### src/rtl/servo_pkg.sv
// Shared servo timing defaults, FSM state encoding and the command clamp helper.
package servo_pkg;

  localparam int unsigned PERIOD_DEFAULT = 32'd1000000;
  localparam int unsigned MIN_DEFAULT    = 32'd50000;
  localparam int unsigned MAX_DEFAULT    = 32'd100000;
  localparam int unsigned CENTER_DEFAULT = 32'd75000;
  localparam int unsigned SLEW_DEFAULT   = 32'd500;

  typedef enum logic [1:0] {
    ST_IDLE  = 2'd0,
    ST_RUN   = 2'd1,
    ST_DRAIN = 2'd2
  } servo_state_e;

  function automatic logic [31:0] clamp_width(input logic [31:0] w,
                                               input logic [31:0] lo,
                                               input logic [31:0] hi);
    if (w < lo) begin
      return lo;
    end else if (w > hi) begin
      return hi;
    end else begin
      return w;
    end
  endfunction

endpackage

### src/rtl/servo_pwm_driver_if.sv
// Command and status bundle between a servo controller and servo_pwm_driver.
interface servo_pwm_driver_if;
  logic        enable;
  logic [31:0] cmd_width;
  logic        cmd_valid;
  logic        pwm_out;
  logic [31:0] cur_width;
  logic        frame_start;
  logic        at_target;

  modport master (
    output enable, cmd_width, cmd_valid,
    input  pwm_out, cur_width, frame_start, at_target
  );

  modport slave (
    input  enable, cmd_width, cmd_valid,
    output pwm_out, cur_width, frame_start, at_target
  );
endinterface

### src/rtl/servo_width_slew.sv
// Next applied width: move toward target by at most SLEW_STEP (0 jumps straight there).
module servo_width_slew
  import servo_pkg::*;
#(
  parameter int unsigned SLEW_STEP = SLEW_DEFAULT
) (
  input  logic [31:0] i_cur_width,
  input  logic [31:0] i_target,
  output logic [31:0] o_next_width
);

  localparam logic [31:0] LP_STEP = 32'(SLEW_STEP);

  logic signed [32:0] w_diff;
  logic signed [32:0] w_mag;

  always_comb begin
    w_diff = $signed({1'b0, i_target}) - $signed({1'b0, i_cur_width});
    w_mag  = w_diff[32] ? -w_diff : w_diff;
    if ((LP_STEP == 32'd0) || (w_mag <= $signed({1'b0, LP_STEP}))) begin
      o_next_width = i_target;
    end else if (w_diff[32]) begin
      o_next_width = i_cur_width - LP_STEP;
    end else begin
      o_next_width = i_cur_width + LP_STEP;
    end
  end

endmodule

### src/rtl/servo_pwm_driver.sv
// Servo PWM frame generator: clamped target, slewed width, updates only at frame boundaries.
module servo_pwm_driver
  import servo_pkg::*;
#(
  parameter int unsigned PERIOD_CYCLES = PERIOD_DEFAULT,
  parameter int unsigned MIN_WIDTH     = MIN_DEFAULT,
  parameter int unsigned MAX_WIDTH     = MAX_DEFAULT,
  parameter int unsigned CENTER_WIDTH  = CENTER_DEFAULT,
  parameter int unsigned SLEW_STEP     = SLEW_DEFAULT
) (
  input logic              clock_clk,
  input logic              reset_low,
  servo_pwm_driver_if.slave bus
);

  if (!((MIN_WIDTH > 0) && (MIN_WIDTH <= CENTER_WIDTH) &&
        (CENTER_WIDTH <= MAX_WIDTH) && (MAX_WIDTH < PERIOD_CYCLES))) begin : g_param_check
    $error("servo_pwm_driver: width parameters out of order");
  end

  localparam logic [31:0] LP_LAST   = 32'(PERIOD_CYCLES - 1);
  localparam logic [31:0] LP_MIN    = 32'(MIN_WIDTH);
  localparam logic [31:0] LP_MAX    = 32'(MAX_WIDTH);
  localparam logic [31:0] LP_CENTER = 32'(CENTER_WIDTH);

  servo_state_e r_state;
  logic [31:0]  r_cnt;
  logic [31:0]  r_target;
  logic [31:0]  r_cur;
  logic         r_pwm;
  logic         r_fs;

  servo_state_e w_state_nxt;
  logic [31:0]  w_cnt_nxt;
  logic [31:0]  w_slew_width;
  logic [31:0]  w_width_eff;
  logic         w_new_frame;
  logic         w_pwm_nxt;

  servo_width_slew #(.SLEW_STEP(SLEW_STEP)) u_slew (
    .i_cur_width (r_cur),
    .i_target    (r_target),
    .o_next_width(w_slew_width)
  );

  // A frame may only end on its last cycle, so disabling mid-frame just drains it.
  always_comb begin
    w_state_nxt = r_state;
    w_cnt_nxt   = 32'd0;
    w_new_frame = 1'b0;
    case (r_state)
      ST_IDLE: begin
        if (bus.enable) begin
          w_state_nxt = ST_RUN;
          w_new_frame = 1'b1;
        end else begin
          w_state_nxt = ST_IDLE;
        end
      end
      ST_RUN, ST_DRAIN: begin
        if (r_cnt == LP_LAST) begin
          if (bus.enable) begin
            w_state_nxt = ST_RUN;
            w_new_frame = 1'b1;
          end else begin
            w_state_nxt = ST_IDLE;
          end
        end else begin
          w_cnt_nxt   = r_cnt + 32'd1;
          w_state_nxt = bus.enable ? ST_RUN : ST_DRAIN;
        end
      end
      default: begin
        w_state_nxt = ST_IDLE;
      end
    endcase
    w_width_eff = w_new_frame ? w_slew_width : r_cur;
    w_pwm_nxt   = (w_state_nxt != ST_IDLE) && (w_cnt_nxt < w_width_eff);
  end

  // Frame state, counter, applied width and the registered pin outputs.
  always_ff @(posedge clock_clk or negedge reset_low) begin
    if (!reset_low) begin
      r_state <= ST_IDLE;
      r_cnt   <= 32'd0;
      r_cur   <= LP_CENTER;
      r_pwm   <= 1'b0;
      r_fs    <= 1'b0;
    end else begin
      r_state <= w_state_nxt;
      r_cnt   <= w_cnt_nxt;
      r_cur   <= w_width_eff;
      r_pwm   <= w_pwm_nxt;
      r_fs    <= w_new_frame;
    end
  end

  // Target latch; a strobe on a boundary edge is seen by the following boundary.
  always_ff @(posedge clock_clk or negedge reset_low) begin
    if (!reset_low) begin
      r_target <= LP_CENTER;
    end else if (bus.cmd_valid) begin
      r_target <= clamp_width(bus.cmd_width, LP_MIN, LP_MAX);
    end else begin
      r_target <= r_target;
    end
  end

  assign bus.pwm_out     = r_pwm;
  assign bus.frame_start = r_fs;
  assign bus.cur_width   = r_cur;
  assign bus.at_target   = (r_cur == r_target);

endmodule

### src/flat_wrapper.sv
// flat-port wrapper written by rule: the top's interface ports become plain ports
module servo_pwm_driver_flat import servo_pkg::*;
#(
  parameter int unsigned PERIOD_CYCLES = PERIOD_DEFAULT,
  parameter int unsigned MIN_WIDTH     = MIN_DEFAULT,
  parameter int unsigned MAX_WIDTH     = MAX_DEFAULT,
  parameter int unsigned CENTER_WIDTH  = CENTER_DEFAULT,
  parameter int unsigned SLEW_STEP     = SLEW_DEFAULT
)
  (clock_clk, reset_low, bus_enable, bus_cmd_width, bus_cmd_valid, bus_pwm_out, bus_cur_width, bus_frame_start, bus_at_target);
  servo_pwm_driver_if bus_i ();
  input logic clock_clk;
  input logic reset_low;
  input wire logic [$bits(bus_i.enable)-1:0] bus_enable;
  input wire logic [$bits(bus_i.cmd_width)-1:0] bus_cmd_width;
  input wire logic [$bits(bus_i.cmd_valid)-1:0] bus_cmd_valid;
  output wire logic [$bits(bus_i.pwm_out)-1:0] bus_pwm_out;
  output wire logic [$bits(bus_i.cur_width)-1:0] bus_cur_width;
  output wire logic [$bits(bus_i.frame_start)-1:0] bus_frame_start;
  output wire logic [$bits(bus_i.at_target)-1:0] bus_at_target;
  assign bus_i.enable = bus_enable;
  assign bus_i.cmd_width = bus_cmd_width;
  assign bus_i.cmd_valid = bus_cmd_valid;
  assign bus_pwm_out = bus_i.pwm_out;
  assign bus_cur_width = bus_i.cur_width;
  assign bus_frame_start = bus_i.frame_start;
  assign bus_at_target = bus_i.at_target;
  servo_pwm_driver #(.PERIOD_CYCLES(PERIOD_CYCLES), .MIN_WIDTH(MIN_WIDTH), .MAX_WIDTH(MAX_WIDTH), .CENTER_WIDTH(CENTER_WIDTH), .SLEW_STEP(SLEW_STEP)) u_core (.clock_clk(clock_clk), .reset_low(reset_low), .bus(bus_i));
endmodule
### config.mk
export PLATFORM = sky130hd
export DESIGN_NAME = servo_pwm_driver_flat
export DESIGN_NICKNAME = d
export VERILOG_FILES = /design/src/rtl/servo_pkg.sv /design/src/rtl/servo_pwm_driver_if.sv /design/src/rtl/servo_width_slew.sv /design/src/rtl/servo_pwm_driver.sv /design/src/flat_wrapper.sv
export SDC_FILE = /design/constraint.sdc
export NUM_CORES = 1
export LEC_CHECK = 0
export CAP_MARGIN = 10
export CORE_UTILIZATION = 55
export CTS_CLUSTER_DIAMETER = 30
export DETAILED_ROUTE_END_ITERATION = 8
export GPL_TIMING_DRIVEN = 0
export PLACE_DENSITY = 0.81
export SLEW_MARGIN = 5
export SYNTH_ARGS = -nofsm -noshare
export SYNTH_HDL_FRONTEND = slang
export SYNTH_HIERARCHICAL = 1
export SYNTH_SLANG_ARGS = --single-unit
### constraint.sdc
create_clock -name clock_clk -period 9.85 [get_ports clock_clk]
set_input_delay 1.97 -clock clock_clk [delete_from_list [all_inputs] [get_ports clock_clk]]
set_output_delay 1.97 -clock clock_clk [all_outputs]
set_load 0.01 [all_outputs]
==> impl_metrics.py <==
metrics = {
    "status": {
        "status": "completed",
    },
    "clock_network": {
        "clock-sinks": 100,
        "clk_pin_slew_ns": 0.07,
        "clk_latency_ns": 0.36,
        "clockBufferDepth": 2,
        "cts_root_buf": "clkbuf_16",
        "hold_buffers": 0,
        "cts_inserted_buffers": 9,
        "post_cts_buffers": 0,
        "cts-htree-levels": 3,
        "cts_tree": "done",
        "cts_resized": 0,
    },
    "grt": {
        "grt_use_total_pct": 32.4,
        "grt_max_degree": 60,
        "overflow": 0,
        "grt_antenna_before_repair": 0,
        "grt_pass1_wl_um": 56000,
        "grt_pass1_vias": 10900,
    },
    "critical_path": {
        "required_ns": 10.10,
        "crit_slowest_cell": "a21oi_1",
        "crit_top_cell": "ha_1",
        "crit_family": "compound AO/OA/AOI/OAI gates",
        "cp-end-kind": "flip-flop",
        "crit_path_start_kind": "flip-flop",
        "worst_ep_arrival_time_ns": 9.57,
        "max_stage_delay_ns": 0.58,
        "path_buf_inv": 1,
        "worstSetupPathType": "reg2reg",
        "path_max_fanout": 39,
    },
    "power": {
        "clockPowerShare_pct": 10.7,
        "peakVddDrop_uv": 159,
        "p_sw_mw": 1.93,
        "cellPowerDensity_mw_per_mm2": 288,
        "pwr-share-comb_pct": 71.7,
        "p_leak_nw": 5.78,
        "p_int_mw": 1.80,
        "swShare_pct": 51.7,
        "seq_power_share_pct": 17.6,
    },
    "timing": {
        "maxSlewViolCount": 0,
        "setup_viol": 0,
        "relSlewSlack_pct": 41.1,
        "rsz0062_at_grt": "no",
        "tightest_slew_ns": 0.883,
        "finalCritPeriodShare_pct": 94.7,
        "clock_skew_ns": 0.0107,
        "timing.final.hold_violations": 0,
        "setup_tns_ns": 0,
        "fin_crit_ns": 9.33,
        "fmax_mhz": 107,
    },
    "routing": {
        "viasPerCell": 6.62,
        "wl_um": 35100,
        "num_vias": 11600,
        "firstDrtPassIters": 5,
        "detail-route-antenna-nets": 0,
        "route.detailed.drc": 0,
        "wl_per_cell_um": 20.1,
        "drt_iter0_markers": 1171,
    },
    "layout": {
        "antenna_cells": 0,
        "drive_above_1_share_pct": 11.9,
        "utilization_pct": 63.4,
        "stdcell_area_mm2": 0.0130,
        "nets": 1604,
        "area_growth_pct": 12.0,
    },
    "min_path": {
        "hp-class": "reg2reg",
    },
    "synthesis": {
        "syn_inst": 1390,
        "yosys_most_used_dff": "dfrtp_1",
        "yosys.area.top_type": "dfrtp_1",
        "synth_edf_count": 0,
        "synth_top_family_by_area": "compound AO/OA/AOI/OAI gates",
        "synth_fa_ha_area_share_pct": 10.6,
        "synth_compound_area_share_pct": 28.5,
        "yosys.area_share.simple_pct": 21.5,
        "synth_top_area_share_pct": 18.2,
        "syn_area_mm2": 0.0116,
        "yosysWarningCount": 6,
        "synthMuxAreaShare_pct": 3.43,
        "avgSynthCellArea_um2": 8.32,
        "ys_ff_latch": 100,
        "synthTopCellsByArea": "dfrtp_1 (18%), ha_1 (10%), xor2_1 (4.8%)",
        "yosysUniqueCellTypes": 101,
        "ys_seq_area_share_pct": 21.8,
        "synthXorXnorAreaFrac_pct": 7.87,
        "synth-async-reset-ratio_pct": 100,
        "syn-num-nets": 1523,
    },
    "flow_run": {
        "maxCapViolations": 0,
    },
    "floorplan": {
        "std_cell_rows": 52,
        "die-area_mm2": 0.0216,
        "die_h_um": 147,
        "start_util_pct": 56.6,
        "core_mm2": 0.0204,
        "die_w_um": 147,
        "io_pins": 71,
    },
    "placement": {
        "hpwlAfterDp_um": 27300,
        "io_buffer_count": 70,
        "place_congestion": 0.958,
        "post_dp_cell_area_mm2": 0.0126,
    },
}
routing by layer:
metal	part of all wire (%)	GRT usage (%)	wire length (µm)
met1	44	44.9	15300
met2	45	51.3	15800
met3	8.2	4.75	2880
met4	3.0	11.7	1060
met5	0	0	0
kinds of logic after synthesis:
kind of cell               Yosys count
AOI/OAI and AO/OA                  432
buffers and inverters              165
muxes                               39
DFF                                100
xor gates and xnor gates           104
and+or+nand+nor                    453
adders and majority gates           97
worst min-delay path, delay by kind of cell (launching register included):
kind / cells / cell delay (ns)
simple gates: 2 / 0.15
flops: 1 / 0.39
worst paths after layout:
path | startpoint | to | slack, ns | depth (start not counted)
worst min register to register | u_core/r_target[6] | u_core/r_target[6] | 0.54 | 2
min in group asynchronous | reset_low | u_core/r_cnt[4] | 1.61 | 1
worst min-delay path | u_core/r_target[6] | u_core/r_target[6] | 0.54 | 2
worst max register to register | u_core/bus.cur_width[0] | u_core/bus.pwm_out | 0.52 | 29
max in group asynchronous | reset_low | u_core/bus.cur_width[16] | 7.49 | 2
worst max-delay path | u_core/bus.cur_width[0] | u_core/bus.pwm_out | 0.52 | 29
power by group through the flow:
stage,clock network [mW],logic [mW],registers [mW]
final,0.400,2.68,0.658
after global routing,0.417,2.91,0.667
after CTS,0.405,2.61,0.656
after detailed placement,0,2.59,0.663
after global placement,0,2.52,0.662
after floorplan,0,1.91,0.626
through the flow:
| stage | power [mW] | hold slack, ns | worst slack (ns) | std cells |
|---|---|---|---|---|
| 6_report | 3.74 | 0.538 | 0.521 | 1746 |
| 5_1_grt | 3.99 | 0.577 | 0.147 | 1746 |
| 4_1_cts | 3.68 | 0.540 | 0.382 | 1747 |
| 3_5_place_dp | 3.25 | 0.529 | 0.439 | 1731 |
| 3_3_place_gp | 3.18 | 0.529 | -0.00185 | 1730 |
| 2_1_floorplan | 2.53 | 0.475 | 2.11 | 1390 |
cell type report:
cell class / instances / area (µm²)
tap: 270 / 338
fill: 1798 / 7480
inverter: 103 / 387
clock buffer: 12 / 246
clock inverter: 4 / 77.6
sequential: 100 / 2520
multi-input combinational: 1125 / 8320
timing repair buffer: 71 / 726
buffer: 61 / 334
state kept, by name, indices dropped and copies added, names as in the netlist:
register                flops
u_core/bus.cur_width       32
u_core/r_cnt               32
u_core/r_target            32
u_core/r_state              2
u_core/bus.frame_start      1
u_core/bus.pwm_out          1
Yosys cell counts (all sizes together) (32+ instances only):
cell type    n
a21boi      33
a21o        38
a21oi       77
a41oi       36
and2        35
dfrtp       84
ha          95
inv        103
mux2i       34
nand2       70
nand3       43
nand4       37
nor2       109
nor3        32
nor4        32
o21ai       58
o31ai       41
xnor2       41
xor2        63
cells in the final DEF (no fill, tap or decap), types with 41 or more instances in the layout:
master	count
dfrtp_1	84
xor2_1	63
nor2_1	109
a21oi_1	69
inv_1	73
clkdlybuf4s50_1	69
xnor2_1	41
nand2_1	70
o21ai_0	49
nand3_1	42
ha_1	95
No activity file was read; power rests on OpenSTA's default activity.
